### config.mk
export PLATFORM = sky130hd
export DESIGN_NAME = aggr_out_writer_flat
export DESIGN_NICKNAME = d
export VERILOG_FILES = /design/src/rtl/aggr_out_writer_if.sv /design/src/rtl/aggr_out_writer.sv /design/src/flat_wrapper.sv
export SDC_FILE = /design/constraint.sdc
export NUM_CORES = 1
export LEC_CHECK = 0
export ABC_AREA = 1
export BUFFER_PORTS_ARGS = -buffer_cell sky130_fd_sc_hd__buf_2
export CELL_PAD_IN_SITES_DETAIL_PLACEMENT = 0
export CELL_PAD_IN_SITES_GLOBAL_PLACEMENT = 1
export CORE_MARGIN = 4
export CORE_UTILIZATION = 42
export DETAILED_ROUTE_END_ITERATION = 16
export GPL_TIMING_DRIVEN = 0
export PLACE_DENSITY_LB_ADDON = 0.1
export SYNTH_ARGS = -nofsm -noshare
export SYNTH_HDL_FRONTEND = slang
export SYNTH_SLANG_ARGS = --single-unit
### constraint.sdc
create_clock -name clk -period 3.7 [get_ports clk]
set_clock_uncertainty 0.05 [all_clocks]
set_input_delay 0.74 -clock clk [delete_from_list [all_inputs] [get_ports clk]]
set_output_delay 0.74 -clock clk [all_outputs]
set_load 0.05 [all_outputs]
### src/rtl/aggr_out_writer_if.sv
// Row stream from the aggregator into aggr_out_writer: one packed feature row per handshake.
// Feature 0 occupies the most significant IN_W bits of aggr_data_i.
interface aggr_out_writer_if #(
   parameter int unsigned NUM_FEATURE_OUT = 16,
   parameter int unsigned IN_W            = 32
);
   logic                            aggr_valid_i;
   logic                            aggr_ready_o;
   logic [NUM_FEATURE_OUT*IN_W-1:0] aggr_data_i;

   modport master (output aggr_valid_i, output aggr_data_i, input aggr_ready_o);
   modport slave  (input aggr_valid_i, input aggr_data_i, output aggr_ready_o);
endinterface

### src/rtl/aggr_out_writer.sv
// GAT output stage: rescales/saturates aggregated rows and writes them word by word into BRAM.
// Optional build macro AGGR_OUT_RELU_EN applies ReLU after saturation.
module aggr_out_writer #(
   parameter int unsigned NUM_FEATURE_OUT = 16,
   parameter int unsigned IN_W            = 32,
   parameter int unsigned DATA_WIDTH      = 16,
   parameter int unsigned FRAC_SHIFT      = 8,
   parameter int unsigned TOTAL_NODES     = 2708,
   parameter int unsigned OUT_ADDR_W      = $clog2(TOTAL_NODES*NUM_FEATURE_OUT)
) (
   input  logic                               clk,
   input  logic                               rst_n,
   input  logic                               clr_i,
   aggr_out_writer_if.slave                   aggr,
   output logic [DATA_WIDTH-1:0]              out_BRAM_din,
   output logic                               out_BRAM_ena,
   output logic [OUT_ADDR_W-1:0]              out_BRAM_addra,
   output logic [$clog2(TOTAL_NODES+1)-1:0]   node_cnt_o,
   output logic                               layer_done_o
);

   localparam int unsigned ColW = (NUM_FEATURE_OUT > 1) ? $clog2(NUM_FEATURE_OUT) : 1;
   localparam int unsigned CntW = $clog2(TOTAL_NODES+1);

   localparam logic signed [IN_W-1:0] SatMax =
      {{(IN_W-DATA_WIDTH+1){1'b0}}, {(DATA_WIDTH-1){1'b1}}};
   localparam logic signed [IN_W-1:0] SatMin =
      {{(IN_W-DATA_WIDTH+1){1'b1}}, {(DATA_WIDTH-1){1'b0}}};

   typedef enum logic [1:0] {StIdle, StWrite, StDone} state_e;

   state_e                  state_q;
   logic [ColW-1:0]         col_q;
   logic [ColW-1:0]         col_nxt;
   logic [CntW-1:0]         node_cnt_q;
   logic                    ena_q;
   logic                    done_q;
   logic [DATA_WIDTH-1:0]   din_q;
   logic [OUT_ADDR_W-1:0]   addr_q;
   logic [1:0]              rst_sync_q;
   logic signed [IN_W-1:0]  row_q   [NUM_FEATURE_OUT];
   logic signed [IN_W-1:0]  in_word [NUM_FEATURE_OUT];
   logic                    last_col;
   logic                    last_row;
   logic                    hs;

   function automatic logic [DATA_WIDTH-1:0] scale(input logic signed [IN_W-1:0] s);
      logic signed [IN_W-1:0] sh;
      logic signed [IN_W-1:0] r;
      sh = s >>> FRAC_SHIFT;
      r  = sh;
      if (sh > SatMax) begin
         r = SatMax;
      end else if (sh < SatMin) begin
         r = SatMin;
      end
`ifdef AGGR_OUT_RELU_EN
      if (r[IN_W-1]) begin
         r = '0;
      end
`endif
      return r[DATA_WIDTH-1:0];
   endfunction

   // Release is synchronised so no handshake can be taken on a metastable edge.
   always_ff @(posedge clk or negedge rst_n) begin
      if (!rst_n) begin
         rst_sync_q <= '0;
      end else begin
         rst_sync_q <= {rst_sync_q[0], 1'b1};
      end
   end

   always_comb begin
      for (int i = 0; i < NUM_FEATURE_OUT; i++) begin
         in_word[i] = aggr.aggr_data_i[(NUM_FEATURE_OUT-1-i)*IN_W +: IN_W];
      end
   end

   assign col_nxt  = col_q + 1'b1;
   assign last_col = (col_q == ColW'(NUM_FEATURE_OUT-1));
   assign last_row = (node_cnt_q == CntW'(TOTAL_NODES-1));

   // Accepting on the last beat of a row keeps back-to-back rows bubble-free.
   assign aggr.aggr_ready_o = rst_sync_q[1] && !clr_i &&
                              ((state_q == StIdle) ||
                               ((state_q == StWrite) && last_col && !last_row));
   assign hs = aggr.aggr_valid_i && aggr.aggr_ready_o;

   always_ff @(posedge clk or negedge rst_n) begin
      if (!rst_n) begin
         state_q    <= StIdle;
         col_q      <= '0;
         node_cnt_q <= '0;
         ena_q      <= 1'b0;
         done_q     <= 1'b0;
         din_q      <= '0;
         addr_q     <= '0;
         for (int i = 0; i < NUM_FEATURE_OUT; i++) row_q[i] <= '0;
      end else if (clr_i) begin
         state_q    <= StIdle;
         col_q      <= '0;
         node_cnt_q <= '0;
         ena_q      <= 1'b0;
         done_q     <= 1'b0;
         din_q      <= '0;
         addr_q     <= '0;
         for (int i = 0; i < NUM_FEATURE_OUT; i++) row_q[i] <= '0;
      end else begin
         unique case (state_q)
            StIdle: begin
               ena_q <= 1'b0;
               if (hs) begin
                  for (int i = 0; i < NUM_FEATURE_OUT; i++) row_q[i] <= in_word[i];
                  col_q   <= '0;
                  ena_q   <= 1'b1;
                  addr_q  <= OUT_ADDR_W'(node_cnt_q) * OUT_ADDR_W'(NUM_FEATURE_OUT);
                  din_q   <= scale(in_word[0]);
                  state_q <= StWrite;
               end
            end
            StWrite: begin
               if (!last_col) begin
                  col_q  <= col_nxt;
                  addr_q <= addr_q + 1'b1;
                  din_q  <= scale(row_q[col_nxt]);
               end else begin
                  node_cnt_q <= node_cnt_q + 1'b1;
                  if (last_row) begin
                     ena_q   <= 1'b0;
                     done_q  <= 1'b1;
                     state_q <= StDone;
                  end else if (hs) begin
                     for (int i = 0; i < NUM_FEATURE_OUT; i++) row_q[i] <= in_word[i];
                     col_q  <= '0;
                     addr_q <= addr_q + 1'b1;
                     din_q  <= scale(in_word[0]);
                  end else begin
                     ena_q   <= 1'b0;
                     state_q <= StIdle;
                  end
               end
            end
            StDone: begin
               ena_q <= 1'b0;
            end
            default: begin
               state_q <= StIdle;
            end
         endcase
      end
   end

   assign out_BRAM_din   = din_q;
   assign out_BRAM_ena   = ena_q;
   assign out_BRAM_addra = addr_q;
   assign node_cnt_o     = node_cnt_q;
   assign layer_done_o   = done_q;

endmodule

### src/flat_wrapper.sv
// flat-port wrapper written by rule: the top's interface ports become plain ports
module aggr_out_writer_flat 
#(
   parameter int unsigned NUM_FEATURE_OUT = 16,
   parameter int unsigned IN_W            = 32,
   parameter int unsigned DATA_WIDTH      = 16,
   parameter int unsigned FRAC_SHIFT      = 8,
   parameter int unsigned TOTAL_NODES     = 2708,
   parameter int unsigned OUT_ADDR_W      = $clog2(TOTAL_NODES*NUM_FEATURE_OUT)
)
  (clk, rst_n, clr_i, out_BRAM_din, out_BRAM_ena, out_BRAM_addra, node_cnt_o, layer_done_o, aggr_aggr_valid_i, aggr_aggr_data_i, aggr_aggr_ready_o);
  aggr_out_writer_if #(.NUM_FEATURE_OUT(NUM_FEATURE_OUT), .IN_W(IN_W)) aggr_i ();
  input  logic clk;
  input  logic rst_n;
  input  logic clr_i;
  output logic [DATA_WIDTH-1:0] out_BRAM_din;
  output logic out_BRAM_ena;
  output logic [OUT_ADDR_W-1:0] out_BRAM_addra;
  output logic [$clog2(TOTAL_NODES+1)-1:0] node_cnt_o;
  output logic layer_done_o;
  input wire logic [$bits(aggr_i.aggr_valid_i)-1:0] aggr_aggr_valid_i;
  input wire logic [$bits(aggr_i.aggr_data_i)-1:0] aggr_aggr_data_i;
  output wire logic [$bits(aggr_i.aggr_ready_o)-1:0] aggr_aggr_ready_o;
  assign aggr_i.aggr_valid_i = aggr_aggr_valid_i;
  assign aggr_i.aggr_data_i = aggr_aggr_data_i;
  assign aggr_aggr_ready_o = aggr_i.aggr_ready_o;
  aggr_out_writer #(.NUM_FEATURE_OUT(NUM_FEATURE_OUT), .IN_W(IN_W), .DATA_WIDTH(DATA_WIDTH), .FRAC_SHIFT(FRAC_SHIFT), .TOTAL_NODES(TOTAL_NODES), .OUT_ADDR_W(OUT_ADDR_W)) u_core (.clk(clk), .rst_n(rst_n), .clr_i(clr_i), .aggr(aggr_i), .out_BRAM_din(out_BRAM_din), .out_BRAM_ena(out_BRAM_ena), .out_BRAM_addra(out_BRAM_addra), .node_cnt_o(node_cnt_o), .layer_done_o(layer_done_o));
endmodule
# == Yosys cells after proc, flatten, opt, wreduce, memory -nomap -nowiden ==
# Cells that the tools add are included.
# op_classes
n_lt_le_gt_ge,5
mux,47
bitwise_logic,1
eq_ne,11
n_reduce_logical,21
addsub,3
# ops
cell,count
512-bit 2-to-1 mux,4
512-bit case mux with 2 select lines,1
16-bit 2-to-1 mux,13
32-bit binary-select mux with 4-bit select,1
32-bit 2-to-1 mux,2
16-bit case mux with 2 select lines,2
24-bit by 16-bit greater-than comparator with 1-bit output (second input constant),2
24-bit by 16-bit < comparator with 1-bit output (second input constant),2
12-bit 2-to-1 mux,3
16-bit by 1-bit adder with 16-bit output (second input constant),1
4-bit 2-to-1 mux,4
12-bit by 1-bit adder with 12-bit output (second input constant),1
12-bit equality test (second input constant),1
2-bit 2-to-1 mux,5
1-bit 2-to-1 mux,9
3-bit AND reduction,3
4-bit != test (second input constant),2
4-bit case mux with 2 select lines,1
4-bit AND reduction,2
3-bit by 2-bit != test with 1-bit output (second input constant),2
2-bit case mux with 3 select lines,1
2-bit nonzero test,3
5-bit greater-or-equal comparator (second input constant),1
1-bit logical AND,5
other kinds (15),17
# totals
ff_bits,566
out_inout_bits,47
in_bits,516
elab_cells,112

# == Logic depth before layout (Yosys ltp) ==
# depth
ltp_word,11
depth_mapped,18
mapped_depth_nobuf,16

# == Worst setup path after synthesis ==
# OpenSTA, ideal clock, no wires.
# synth_timing
path_type,flip-flop to flip-flop
start,"register u_core.node_cnt_q[0], in the netlist u_core.node_cnt_o[0]"
end,"register u_core.addr_q[0], in the netlist u_core.out_BRAM_addra[0]"
n_path_buf,1
setup_time_ns,0.119
stages_incl_launch_ff,13
setup_slack_ns,1.306
t_arrival_ns,2.225
period_less_slack_ns,2.394
t_required_ns,3.531
cell_sequence,dfrtp_1 -> ha_1 -> nand4_1 -> nor3_2 -> inv_1 -> nor2_2 -> nand2_1 -> nand2_2 -> inv_2 -> nand2_2 -> inv_2 -> buf_2 -> o21a_1
# synth_via
elab_chain_len,8
elab_cells_between_ends,10
cone_classes,eq/ne: 4; reduce/logical: 6
# synth_rtl
element,line,rtl
start: declaration,aggr_out_writer.sv:35,logic [CntW-1:0] node_cnt_q;
start signal: assignment,aggr_out_writer.sv:128,node_cnt_q <= node_cnt_q + 1'b1;
12-bit equality test *,aggr_out_writer.sv:82,assign last_row = (node_cnt_q == CntW'(TOTAL_NODES-1));
1-bit logical NOT,aggr_out_writer.sv:87,((state_q == StWrite) && last_col && !last_row));
1-bit logical AND,aggr_out_writer.sv:87,
1-bit logical OR,aggr_out_writer.sv:86,((state_q == StIdle) ||
1-bit logical AND,aggr_out_writer.sv:85,assign aggr.aggr_ready_o = rst_sync_q[1] && !clr_i &&
1-bit logical AND,aggr_out_writer.sv:88,assign hs = aggr.aggr_valid_i && aggr.aggr_ready_o;
4-bit != test (no source line) or 3-bit by 2-bit != test with 1-bit output (tied branches),--,
4-bit AND reduction (no source line) *,--,
end signal: assignment,aggr_out_writer.sv:117,addr_q <= OUT_ADDR_W'(node_cnt_q) * OUT_ADDR_W'(NUM_FEATURE_OUT);
end signal: assignment,aggr_out_writer.sv:125,addr_q <= addr_q + 1'b1;
end signal: assignment,aggr_out_writer.sv:136,addr_q <= addr_q + 1'b1;
end: declaration,aggr_out_writer.sv:39,logic [OUT_ADDR_W-1:0] addr_q;
# Mark *: on every way between the ends. The rest lies on a longest branch, timed or not.
# A chain may end at the register's enable or synchronous reset.

# == Worst setup path after layout ==
# layout_timing
start,register u_core.col_q[0]
end,"register u_core.din_q[9], in the netlist u_core.out_BRAM_din[9]"
# layout_via
elab_chain_len,11
elab_cells_between_ends,22
cone_classes,add/sub: 1; order compare: 2; eq/ne: 2; mux: 10; bitwise: 1; reduce/logical: 6
# layout_rtl
element,line,rtl
start: declaration,aggr_out_writer.sv:33,logic [ColW-1:0] col_q;
start signal: assignment,aggr_out_writer.sv:124,col_q <= col_nxt;
4-bit by 1-bit adder with 4-bit output or 4-bit equality test (tied branches),"aggr_out_writer.sv:80, aggr_out_writer.sv:81",
4-bit inverter with 5-bit output (implied by the code) or 1-bit logical AND (tied branches),"aggr_out_writer.sv:126, aggr_out_writer.sv:87",
32-bit binary-select mux with 4-bit select or 1-bit logical AND (tied branches),"aggr_out_writer.sv:126, aggr_out_writer.sv:87",
32-bit 2-to-1 mux (implied by the code) or 1-bit logical OR (tied branches),"aggr_out_writer.sv:126, aggr_out_writer.sv:86",
32-bit 2-to-1 mux (implied by the code) or 1-bit logical AND (tied branches),"aggr_out_writer.sv:126, aggr_out_writer.sv:85",
24-bit by 16-bit < comparator with 1-bit output or 1-bit logical AND (tied branches),"aggr_out_writer.sv:54, aggr_out_writer.sv:88",
"16-bit 2-to-1 mux, on equally long branches (2 in a row)",--,
16-bit 2-to-1 mux,aggr_out_writer.sv:123,if (!last_col) begin
16-bit case mux with 2 select lines,aggr_out_writer.sv:110,unique case (state_q)
16-bit 2-to-1 mux,aggr_out_writer.sv:100,end else if (clr_i) begin
end signal: assignment,aggr_out_writer.sv:118,din_q <= scale(in_word[0]);
end signal: assignment,aggr_out_writer.sv:126,din_q <= scale(row_q[col_nxt]);
end signal: assignment,aggr_out_writer.sv:137,din_q <= scale(in_word[0]);
end: declaration,aggr_out_writer.sv:38,logic [DATA_WIDTH-1:0] din_q;
# Parallel ways exist; a longest one is shown, timed or not. The select of a mux whose other input is x is not followed.

==> metrics.md <==
| Metric | Value |
|---|---|
| Dpl cell area | `25500 µm²` |
| Maximum VDD drop | `0.461 mV` |
| Wire per inst | `23.8 µm` |
| Die Ht | `239 µm` |
| Synthesized area | `22400 µm²` |
| Switching Share | `0.447` |
| DP HPWL | `76200 µm` |
| Max Freq | `280 MHz` |
| Diode count | `0` |
| Hold crit path type | `primary input to asynchronous set/reset pin` |
| Sum Neg Setup Slack | `0 ps` |
| Crit start category | `flop` |
| 1st-iter DRT viols | `2453` |
| Crit path buffers/inverters | `4` |
| Die Wd | `239 µm` |
| Starting Density | `0.425` |
| Root Driver | `clkbuf_16` |
| Register-to-register setup slack | `130 ps` |
| Vias in the first global route | `22205` |
| Finished Core Util | `0.517` |
| Post-route insts no fill | `4085` |
| GRT Total Usage | `0.332` |
| Setup WS pre-CTS | `-126 ps` |
| CP top delay family | `buffers and inverters` |
| H-Tree Level Count | `2` |
| Cts hold-fix bufs | `0` |
| Via Count | `22717` |
| Internal Power | `11.4 mW` |
| Post-Syn Instances | `2868` |
| Hold WS | `21.3 ps` |
| Leak pwr | `13.1 nW` |
| Max Transition Viols Final | `0` |
| FILL cells | `5288` |
| Gp weighted congestion | `0.942` |
| I/O pin count | `563` |
| Switch Pwr | `9.21 mW` |
| Levels on crit path | `13` |
| Final Hold Viols | `0` |
| Comb pwr share | `0.445` |
| Die area | `57000 µm²` |
| Layout cell share with drive strength beyond 1 | `0.191` |
| Grt ovf | `0` |
| Port buffer count | `434` |
| Most common cell after layout, fill and taps aside | `nand3_1` |
| Syn nets | `3391` |
| Most frequent cells in the layout | `nand3_1 (633), buf_2 (497), inv_1 (449), dfrtp_1 (438), o21ai_1 (307)` |
| Max transition margin | `0.316` |
| Synth top area cells | `dfrtp_1 (49%), nand3_1 (14%), inv_1 (7.5%)` |
| Largest net degree at the start of global routing | `115` |
| DR pass1 iterations | `5` |
| Worst Path Max Fanout | `10` |
| Routed wire length | `97200 µm` |
| R2R depth | `13` |
| Synth top area share | `0.490` |
| Clk Latency, worst-skew pair | `600 ps` |
| Tot Pwr | `20.6 mW` |
| CTS tree | `built` |
| RSZ-0062 raised after global routing | `no` |
| Clock Sink Count | `438` |
| Reg power frac | `0.307` |
| Most used cell, CP | `nand2_1` |
| Outcome | `complete, no violations` |
| Final instance area | `27200 µm²` |
| DRC | `0` |
| Tcrit/Tclk final | `0.966` |
| Vias per std cell | `5.56` |
| Max stage delay cell, worst path | `clkbuf_1` |
| Period minus WS final | `3570 ps` |
| Area of the core | `52700 µm²` |
| Critical path class | `flop to flop` |
| Post-synthesis cell type count | `39` |
| Worst path cell trace | `buf_4 > buf_4 > clkbuf_1 > clkbuf_1 > a21oi_1 > o21ai_0 > nand3_1 > nand3_1 > nand2_1 > nand2_1 > nand3_1 > nand2_1 > nand2_1` |
| Slowest cell delay on critical path | `680 ps` |
| Slew @ Worst Pin | `1030 ps` |
| Num CTS Buffers | `50` |
| Clock power frac | `0.248` |
| Initial antenna violation count | `0` |
| Clock buffer depth | `3` |
| Seq/Total Area, Yosys | `0.490` |
| Synth area leader | `dfrtp_1` |
| Syn-to-layout area delta | `21.5%` |
| Post-Place Cells | `3994` |
| Total of max-cap violations | `0` |
| Worst setup margin | `127 ps` |
| Critical path endpoint category | `flop` |
| Final net count | `3881` |
| First-pass GRT wire length | `141000 µm` |
| Pwr/cell area | `758 nW/µm²` |
| Antenna Nets Post-Route | `0` |
| Rows | `84` |
| Reg clk slew, reported paths | `60 ps` |
| Seq cells post-synth | `438` |
| Synth warn | `0` |
| CP arrival | `4020 ps` |
| Setup violations, final | `0` |
| Avg Cell Area, Syn | `7.80 µm²` |
| Critical Path RT | `4140 ps` |
-- cell usage after synthesis --
master,count
a21o_1,1
a21oi_1,160
a21oi_2,1
a221oi_1,2
a32o_1,1
buf_1,24
buf_2,64
buf_4,31
buf_6,11
buf_8,1
clkbuf_1,93
clkinv_1,1
conb_1,1
dfrtp_1,438
ha_1,7
inv_1,449
inv_2,7
nand2_1,303
nand2_2,4
nand3_1,633
nand3_2,1
nand4_1,7
nor2_1,22
nor2_2,3
nor2_4,1
nor3_1,17
nor3_2,1
nor3_4,1
nor4_1,3
o211a_1,1
o211ai_1,14
o21a_1,2
o21ai_0,238
o21ai_1,307
o22ai_1,8
o32ai_1,2
o41ai_1,1
xor2_1,5
xor2_2,2
-- worst reg2reg max path, stage by stage (launching register included) --
cell and delay, ps:
dfrtp_1 350, buf_4 180, buf_4 270, clkbuf_1 550, clkbuf_1 680, a21oi_1 280, o21ai_0 220, nand3_1 300
nand3_1 180, nand2_1 60, nand2_1 90, nand3_1 110, nand2_1 90, nand2_1 40
-- metal layers --
layer  part of all wire  track usage
met1               0.43        0.466
met2               0.45        0.522
met3              0.078       0.0555
met4              0.040        0.123
met5                  0            0
-- area by class of cell --
| class | instances | area, µm² | share of cell area |
|---|---|---|---|
| clock buffer | 70 | 1460 | 0.0537 |
| inverter | 457 | 1720 | 0.0631 |
| multi-input combinational | 1749 | 8570 | 0.315 |
| sequential | 438 | 11000 | 0.403 |
| buffer | 224 | 1130 | 0.0417 |
| clock inverter | 21 | 205 | 0.00754 |
| tap | 688 | 861 | 0.0316 |
| timing repair buffer | 438 | 2290 | 0.0843 |
-- kinds of logic (layout without fill, tap and decap cells) --
family                     after synthesis  count (layout)  share of synthesized area
buffers and inverters                  681            1210                      0.127
AOI/OAI and AO/OA                      738             738                      0.169
DFF                                    438             438                      0.490
and+or+nand+nor                        996             996                      0.207
adders and majority gates                7               7                    0.00391
xor gates and xnor gates                 7               7                    0.00341
other                                    1               1                   0.000168
-- state kept, by name (all words and copies together), names as in the netlist --
name,flops
u_core.node_cnt_o,12
u_core.rst_sync_q,2
u_core.out_BRAM_addra,16
u_core.layer_done_o,1
u_core.out_BRAM_ena,1
u_core.state_q,2
u_core.col_q,4
u_core.out_BRAM_din,16
u_core.row_q,384
-- path summary, 6_finish.rpt --
path | start | endpoint
max in group asynchronous | rst_n | u_core.row_q[467]
min in group clk | u_core.rst_sync_q[0] | u_core.rst_sync_q[1]
worst max-delay path | u_core.col_q[0] | u_core.out_BRAM_din[9]
worst max register to register | u_core.col_q[0] | u_core.out_BRAM_din[9]
worst min-delay path | rst_n | u_core.row_q[117]
worst min register to register | u_core.rst_sync_q[0] | u_core.rst_sync_q[1]
-- repair_timing --
action	CTS	global route
setup endpoints to repair	5	14
setup buffers	0	0
cloned	0	0
gates resized for setup	1	6
endpoints found under the hold margin	0	0
-- power by group through the flow --
| stage | Combinational (mW) | Clock, mW | Sequential (mW) |
|---|---|---|---|
| after floorplan | 5.14 | 0 | 6.62 |
| after global placement | 8.84 | 0 | 6.40 |
| after detailed placement | 8.94 | 0 | 6.41 |
| after CTS | 8.99 | 5.16 | 6.33 |
| after global routing | 9.88 | 5.37 | 6.44 |
| final | 9.18 | 5.11 | 6.34 |
Note: power is estimated with default switching activity, not from simulation.
